<file path="config.mk">
export PLATFORM = sky130hd
export DESIGN_NAME = ram2p_fifo_ctrl_flat
export DESIGN_NICKNAME = d
export VERILOG_FILES = /design/src/rtl/ram2p_fifo_ctrl_if.sv /design/src/rtl/ram2p_fifo_ctrl.sv /design/src/flat_wrapper.sv
export SDC_FILE = /design/constraint.sdc
export NUM_CORES = 1
export LEC_CHECK = 0
export CORE_MARGIN = 2
export CORE_UTILIZATION = 47
export CTS_CLUSTER_SIZE = 20
export DETAILED_ROUTE_END_ITERATION = 8
export GPL_ROUTABILITY_DRIVEN = 0
export PLACE_DENSITY_LB_ADDON = 0.1
export RECOVER_POWER = 100
export SLEW_MARGIN = 40
export SYNTH_ARGS = -nofsm -noshare
export SYNTH_HDL_FRONTEND = slang
export SYNTH_SLANG_ARGS = --single-unit
</file>
<file path="constraint.sdc">
create_clock -name clk -period 3.4 [get_ports clk]
set_input_delay 0.68 -clock clk [delete_from_list [all_inputs] [get_ports clk]]
set_output_delay 0.68 -clock clk [all_outputs]
set_load 0.005 [all_outputs]
</file>
<file path="src/rtl/ram2p_fifo_ctrl_if.sv">
// Stream and RAM-side signal bundle for ram2p_fifo_ctrl.
// slave: the FIFO controller. master: producer, consumer and RAM around it.
interface ram2p_fifo_ctrl_if #(
    parameter int unsigned AWID = 8,
    parameter int unsigned DWID = 16
);
    logic            i_wr_valid;
    logic            o_wr_ready;
    logic [DWID-1:0] i_wr_data;
    logic            o_rd_valid;
    logic            i_rd_ready;
    logic [DWID-1:0] o_rd_data;
    logic [AWID+1:0] o_count;
    logic            o_ram_wea;
    logic [AWID-1:0] o_ram_addra;
    logic [DWID-1:0] o_ram_data;
    logic [AWID-1:0] o_ram_addrb;
    logic [DWID-1:0] i_ram_datb;

    modport slave (
        input  i_wr_valid, i_wr_data, i_rd_ready, i_ram_datb,
        output o_wr_ready, o_rd_valid, o_rd_data, o_count,
        output o_ram_wea, o_ram_addra, o_ram_data, o_ram_addrb
    );

    modport master (
        output i_wr_valid, i_wr_data, i_rd_ready, i_ram_datb,
        input  o_wr_ready, o_rd_valid, o_rd_data, o_count,
        input  o_ram_wea, o_ram_addra, o_ram_data, o_ram_addrb
    );
endinterface

</file>
<file path="src/rtl/ram2p_fifo_ctrl.sv">
// FWFT stream FIFO controller around an external dual-port RAM.
// Port A takes writes, port B reads into a two-entry head/skid output stage
// so a registered RAM read still sustains one word per cycle.
module ram2p_fifo_ctrl #(
    parameter int unsigned AWID = 8,
    parameter int unsigned DWID = 16
) (
    input  logic                   clk,
    input  logic                   rst_n,
    ram2p_fifo_ctrl_if.slave       bus
);
    localparam logic [AWID:0] FULL_WORDS = {1'b1, {AWID{1'b0}}};

    logic [AWID:0]   wptr, rptr, ram_words;
    logic            init_done, inflight;
    logic [1:0]      occ, occ_after_pop;
    logic [2:0]      stage_load;
    logic [DWID-1:0] head, skid;
    logic            wr_fire, pop, issue;

    assign ram_words = wptr - rptr;

    // Write side: full only looks at RAM occupancy, not the output stage.
    assign bus.o_wr_ready  = init_done && (ram_words != FULL_WORDS);
    assign wr_fire         = bus.i_wr_valid && bus.o_wr_ready;
    assign bus.o_ram_wea   = wr_fire;
    assign bus.o_ram_addra = wptr[AWID-1:0];
    assign bus.o_ram_data  = bus.i_wr_data;

    // Read side: only issue when the word is guaranteed a stage slot on arrival.
    // rptr != wptr also keeps port B away from the address port A writes.
    assign pop             = bus.o_rd_valid && bus.i_rd_ready;
    assign stage_load      = {1'b0, occ} + {2'b00, inflight} - {2'b00, pop};
    assign issue           = (ram_words != '0) && (stage_load < 3'd2);
    assign occ_after_pop   = occ - {1'b0, pop};
    assign bus.o_ram_addrb = rptr[AWID-1:0];

    assign bus.o_rd_valid  = (occ != 2'd0);
    assign bus.o_rd_data   = head;
    assign bus.o_count     = {1'b0, ram_words} + {{(AWID+1){1'b0}}, inflight}
                           + {{AWID{1'b0}}, occ};

    // Write enable is held off for one edge after reset release.
    always_ff @(posedge clk or negedge rst_n) begin
        if (!rst_n) init_done <= 1'b0;
        else        init_done <= 1'b1;
    end

    // Pointers advance on accepted writes and issued reads; inflight marks a read in the RAM pipe.
    always_ff @(posedge clk or negedge rst_n) begin
        if (!rst_n) begin
            wptr     <= '0;
            rptr     <= '0;
            inflight <= 1'b0;
        end else begin
            if (wr_fire) wptr <= wptr + 1'b1;
            if (issue)   rptr <= rptr + 1'b1;
            inflight <= issue;
        end
    end

    // Output stage: pop shifts skid into head, arriving RAM data fills the first free slot.
    always_ff @(posedge clk or negedge rst_n) begin
        if (!rst_n) begin
            head <= '0;
            skid <= '0;
            occ  <= 2'd0;
        end else begin
            if (pop && (occ == 2'd2)) head <= skid;
            if (inflight) begin
                if (occ_after_pop == 2'd0) head <= bus.i_ram_datb;
                else                       skid <= bus.i_ram_datb;
            end
            occ <= occ_after_pop + {1'b0, inflight};
        end
    end
endmodule

</file>
<file path="src/flat_wrapper.sv">
// flat-port wrapper written by rule: the top's interface ports become plain ports
module ram2p_fifo_ctrl_flat 
#(
    parameter int unsigned AWID = 8,
    parameter int unsigned DWID = 16
)
  (clk, rst_n, bus_i_wr_valid, bus_i_wr_data, bus_i_rd_ready, bus_i_ram_datb, bus_o_wr_ready, bus_o_rd_valid, bus_o_rd_data, bus_o_count, bus_o_ram_wea, bus_o_ram_addra, bus_o_ram_data, bus_o_ram_addrb);
  ram2p_fifo_ctrl_if #(.AWID(AWID), .DWID(DWID)) bus_i ();
  input  logic clk;
  input  logic rst_n;
  input wire logic [$bits(bus_i.i_wr_valid)-1:0] bus_i_wr_valid;
  input wire logic [$bits(bus_i.i_wr_data)-1:0] bus_i_wr_data;
  input wire logic [$bits(bus_i.i_rd_ready)-1:0] bus_i_rd_ready;
  input wire logic [$bits(bus_i.i_ram_datb)-1:0] bus_i_ram_datb;
  output wire logic [$bits(bus_i.o_wr_ready)-1:0] bus_o_wr_ready;
  output wire logic [$bits(bus_i.o_rd_valid)-1:0] bus_o_rd_valid;
  output wire logic [$bits(bus_i.o_rd_data)-1:0] bus_o_rd_data;
  output wire logic [$bits(bus_i.o_count)-1:0] bus_o_count;
  output wire logic [$bits(bus_i.o_ram_wea)-1:0] bus_o_ram_wea;
  output wire logic [$bits(bus_i.o_ram_addra)-1:0] bus_o_ram_addra;
  output wire logic [$bits(bus_i.o_ram_data)-1:0] bus_o_ram_data;
  output wire logic [$bits(bus_i.o_ram_addrb)-1:0] bus_o_ram_addrb;
  assign bus_i.i_wr_valid = bus_i_wr_valid;
  assign bus_i.i_wr_data = bus_i_wr_data;
  assign bus_i.i_rd_ready = bus_i_rd_ready;
  assign bus_i.i_ram_datb = bus_i_ram_datb;
  assign bus_o_wr_ready = bus_i.o_wr_ready;
  assign bus_o_rd_valid = bus_i.o_rd_valid;
  assign bus_o_rd_data = bus_i.o_rd_data;
  assign bus_o_count = bus_i.o_count;
  assign bus_o_ram_wea = bus_i.o_ram_wea;
  assign bus_o_ram_addra = bus_i.o_ram_addra;
  assign bus_o_ram_data = bus_i.o_ram_data;
  assign bus_o_ram_addrb = bus_i.o_ram_addrb;
  ram2p_fifo_ctrl #(.AWID(AWID), .DWID(DWID)) u_core (.clk(clk), .rst_n(rst_n), .bus(bus_i));
endmodule
</file>
==> flow_summary.json <==
{
  "synth_flop_cell": "dfrtp_1",
  "p_sw_w": 0.00215,
  "clk_latency_ps": 300,
  "grt_use_met3_pct": 3.77,
  "powerDensity_nw_per_um2": 1240,
  "tightest_slew_ps": 1530,
  "setup_slack_ps": -32.3,
  "seqPwrFrac_pct": 20.2,
  "io_buffers": 64,
  "holdBufCountCts": 0,
  "use_met2_pct": 33.1,
  "cp-end-kind": "output pin",
  "layout-drive-gt1-share_pct": 27.5,
  "synth_top_area_share_pct": 40.6,
  "hold_path.class": "register to register",
  "critPathMaxFanout": 2,
  "dieArea_um2": 7770,
  "reg2reg_depth": 11,
  "crit_path_start": "u_core.wptr[0]$_DFFE_PN0P_",
  "power_frac_comb_pct": 73.4,
  "finalCriticalPeriod_ps": 3430,
  "rrSetupSlack_ps": 550,
  "critPathArrivalTime_ps": 2750,
  "p_leak_nw": 2.04,
  "post-place-ws_ps": -168,
  "yosysTopAreaCell": "dfrtp_1",
  "cp-endpoint": "bus_o_count[8]",
  "finalClockSkew_ps": 11.7,
  "area_growth_pct": 33.5,
  "p_clk_share_pct": 6.4,
  "path_class": "register to output pin",
  "grt_pass1_vias": 2466,
  "drv_slew": 30,
  "first_pass_iters": 4,
  "grt_util_all_layers_pct": 19.1,
  "swShare_pct": 38.9,
  "grt_max_degree": 33,
  "cts_sinks": 54,
  "htree_levels": 2,
  "antenna_found_initial": 0,
  "ys_seq_area_share_pct": 40.6,
  "place_hpwl_um": 5330,
  "ir_worst_vdd_uv": 519,
  "grt_pass1_wl_um": 11600,
  "status": "finished with violations",
  "drtIter0Drc": 121,
  "finalSetupViolCount": 2,
  "coreArea_um2": 6830,
  "cap_violations": 1,
  "crit-reg2reg-capture": "u_core.wptr[1]$_DFFE_PN0P_",
  "cp.required_ps": 2720,
  "synth_edf_count": 0,
  "clockRootBuffer": "clkbuf_8",
  "vias": 2499,
  "dpl_cell_area_um2": 4200,
  "num_rows": 30,
  "syn_inst": 323,
  "async_flop_share_pct": 100,
  "cts_buffers": 5,
  "max_freq_ghz": 0.291,
  "setup_tns_ps": -48.9,
  "routedWlPerCell_um": 13.8,
  "seqCellArea_um2": 1350,
  "multiInputGateArea_um2": 1800,
  "stdcell_area_um2": 4440,
  "ant_nets": 0,
  "routed_via_density": 4.90,
  "tritoncts": "built",
  "synth_area_leaders": "dfrtp_1 41%, buf_4 7.4%, xnor2_1 6.6%",
  "synth-seq-cells": 54,
  "totalWireLength_um": 7020,
  "overflow": 0,
  "busiest_layer": "met2",
  "drc": 0,
  "synth_cell_types": 44,
  "startpoint_type": "register",
  "yosysWarnings": 0,
  "rsz0062_at_grt": "true",
  "syn_avg_cell_area_um2": 10.3,
  "io_pins": 97,
  "cts.path.max_buffers": 2,
  "netlist_area_um2": 3330,
  "die_w_um": 88.1,
  "globalRouteMet1Util_pct": 24.6,
  "clkTransAtPathRegs_ps": 100,
  "final_util_pct": 65.0,
  "start_util_pct": 48.7,
  "diodes": 0,
  "max_slew_margin_pct": -1.94,
  "nets": 469,
  "internal_power_w": 0.00337,
  "die_h_um": 88.1,
  "r2r-start": "u_core.wptr[0]$_DFFE_PN0P_",
  "finalCritPeriodShare_pct": 101,
  "fill_cells": 585,
  "violations": "max-capacitance violations, max-slew violations, negative setup slack",
  "finalHoldViolCount": 0,
  "syn_nets": 378
}
## cell usage after synthesis (all sizes together), types with 3 or more instances
library cell,instances
a21oi,22
and2,3
and3,5
buf,34
clkbuf,5
dfrtp,54
fa,4
ha,15
inv,19
mux2,18
mux2i,17
nand2,11
nand3,12
nand4,6
nor2,27
nor2b,6
nor3,4
o21ai,3
xnor2,25
xor2,6
## logic make-up (layout without fill, tap and decap cells)
kind of cell | count (synthesis) | count (layout) | synth area share (%)
adder cells (fa/ha/maj) | 19 | 19 | 8.05
AND/OR/NAND/NOR | 87 | 87 | 13.8
AO/OA/AOI/OAI | 38 | 38 | 7.64
buffers and inverters | 58 | 149 | 10.3
other | 1 | 1 | 0.113
XOR/XNOR | 31 | 31 | 8.16
multiplexers | 35 | 35 | 11.3
flip-flops | 54 | 54 | 40.6
## state kept, by name, summed over array words and instances, names as in the netlist
| register | count |
|---|---|
| u_core.rptr | 9 |
| u_core.skid | 16 |
| u_core.inflight | 1 |
| u_core.occ | 2 |
| u_core.wptr | 9 |
| u_core.init_done | 1 |
| u_core.bus.o_rd_data | 16 |
## metrics by stage
step / power [W] / std cells / hold WS (ps)
floorplan: 0.00311 / 323 / 384
global placement: 0.00492 / 496 / 489
detailed placement: 0.00498 / 496 / 495
CTS: 0.00559 / 510 / 401
global route: 0.00602 / 510 / 536
finish: 0.00551 / 510 / 515
## worst min-delay path by stage
stage / from / to / slack (ps) / cells after the start
5_1_grt: u_core.skid[7]$_DFFE_PN0P_ / u_core.skid[7]$_DFFE_PN0P_ / 540 / 1
6_report: u_core.skid[0]$_DFFE_PN0P_ / u_core.skid[0]$_DFFE_PN0P_ / 520 / 1
4_1_cts: rst_n / u_core.bus.o_rd_data[1]$_DFF_PN0_ / 400 / 1
3_3_place_gp: u_core.skid[12]$_DFFE_PN0P_ / u_core.skid[12]$_DFFE_PN0P_ / 490 / 1
3_5_place_dp: u_core.skid[0]$_DFFE_PN0P_ / u_core.skid[0]$_DFFE_PN0P_ / 500 / 1
2_1_floorplan: rst_n / u_core.bus.o_rd_data[0]$_DFF_PN0_ / 380 / 0
## repair_timing
item | 4_1_cts | 5_1_grt
pin swaps | 16 | 9
setup buffers | 9 | 1
gates resized for setup | 55 | 9
setup endpoints to repair | 10 | 9
## power by group through the flow
| stage | clock network, W | logic (W) | registers, W |
|---|---|---|---|
| after CTS | 0.000369 | 0.00410 | 0.00112 |
| after floorplan | 0 | 0.00198 | 0.00113 |
| final | 0.000355 | 0.00405 | 0.00111 |
| after detailed placement | 0 | 0.00386 | 0.00112 |
| after global placement | 0 | 0.00381 | 0.00111 |
| after global routing | 0.000394 | 0.00448 | 0.00115 |
## layer usage
layer / vias up / wire [µm]
met4: 0 / 79
met3: 8 / 306
met1: 1176 / 3090
li1: 1256 / -
met2: 59 / 3540
met5: - / 0
## cell type report
cell class              count  share of cell area (%)
inverters                  19                    1.61
well taps                  96                    2.70
multi-input cells         211                    40.5
repair buffers            123                    22.9
flip-flops and latches     54                    30.4
clock inverters             2                   0.310
clock buffers               5                    1.55
## layout by cell type (no fill, tap or decap), drive strengths merged, types with 6 or more instances in the layout
cell type,count
xor2,6
a21oi,22
nand3,12
dfrtp,54
dlygate4sd3,27
mux2,18
nand2,11
inv,20
ha,15
clkdlybuf4s50,26
nand4,6
nor2b,6
xnor2,25
buf,60
mux2i,17
nor2,27
clkbuf,13
## worst max-delay path, cell delays in order, from the launching register on
cell and delay [ps]:
dfrtp_1 400, inv_2 100, ha_4 140, fa_2 440, buf_6 130, buf_4 120
fa_2 330, nand3b_1 200, nor2_2 120, buf_4 110, nand4_1 80, xor2_1 150
buf_2 130
Note: power is estimated with default switching activity, not from simulation.
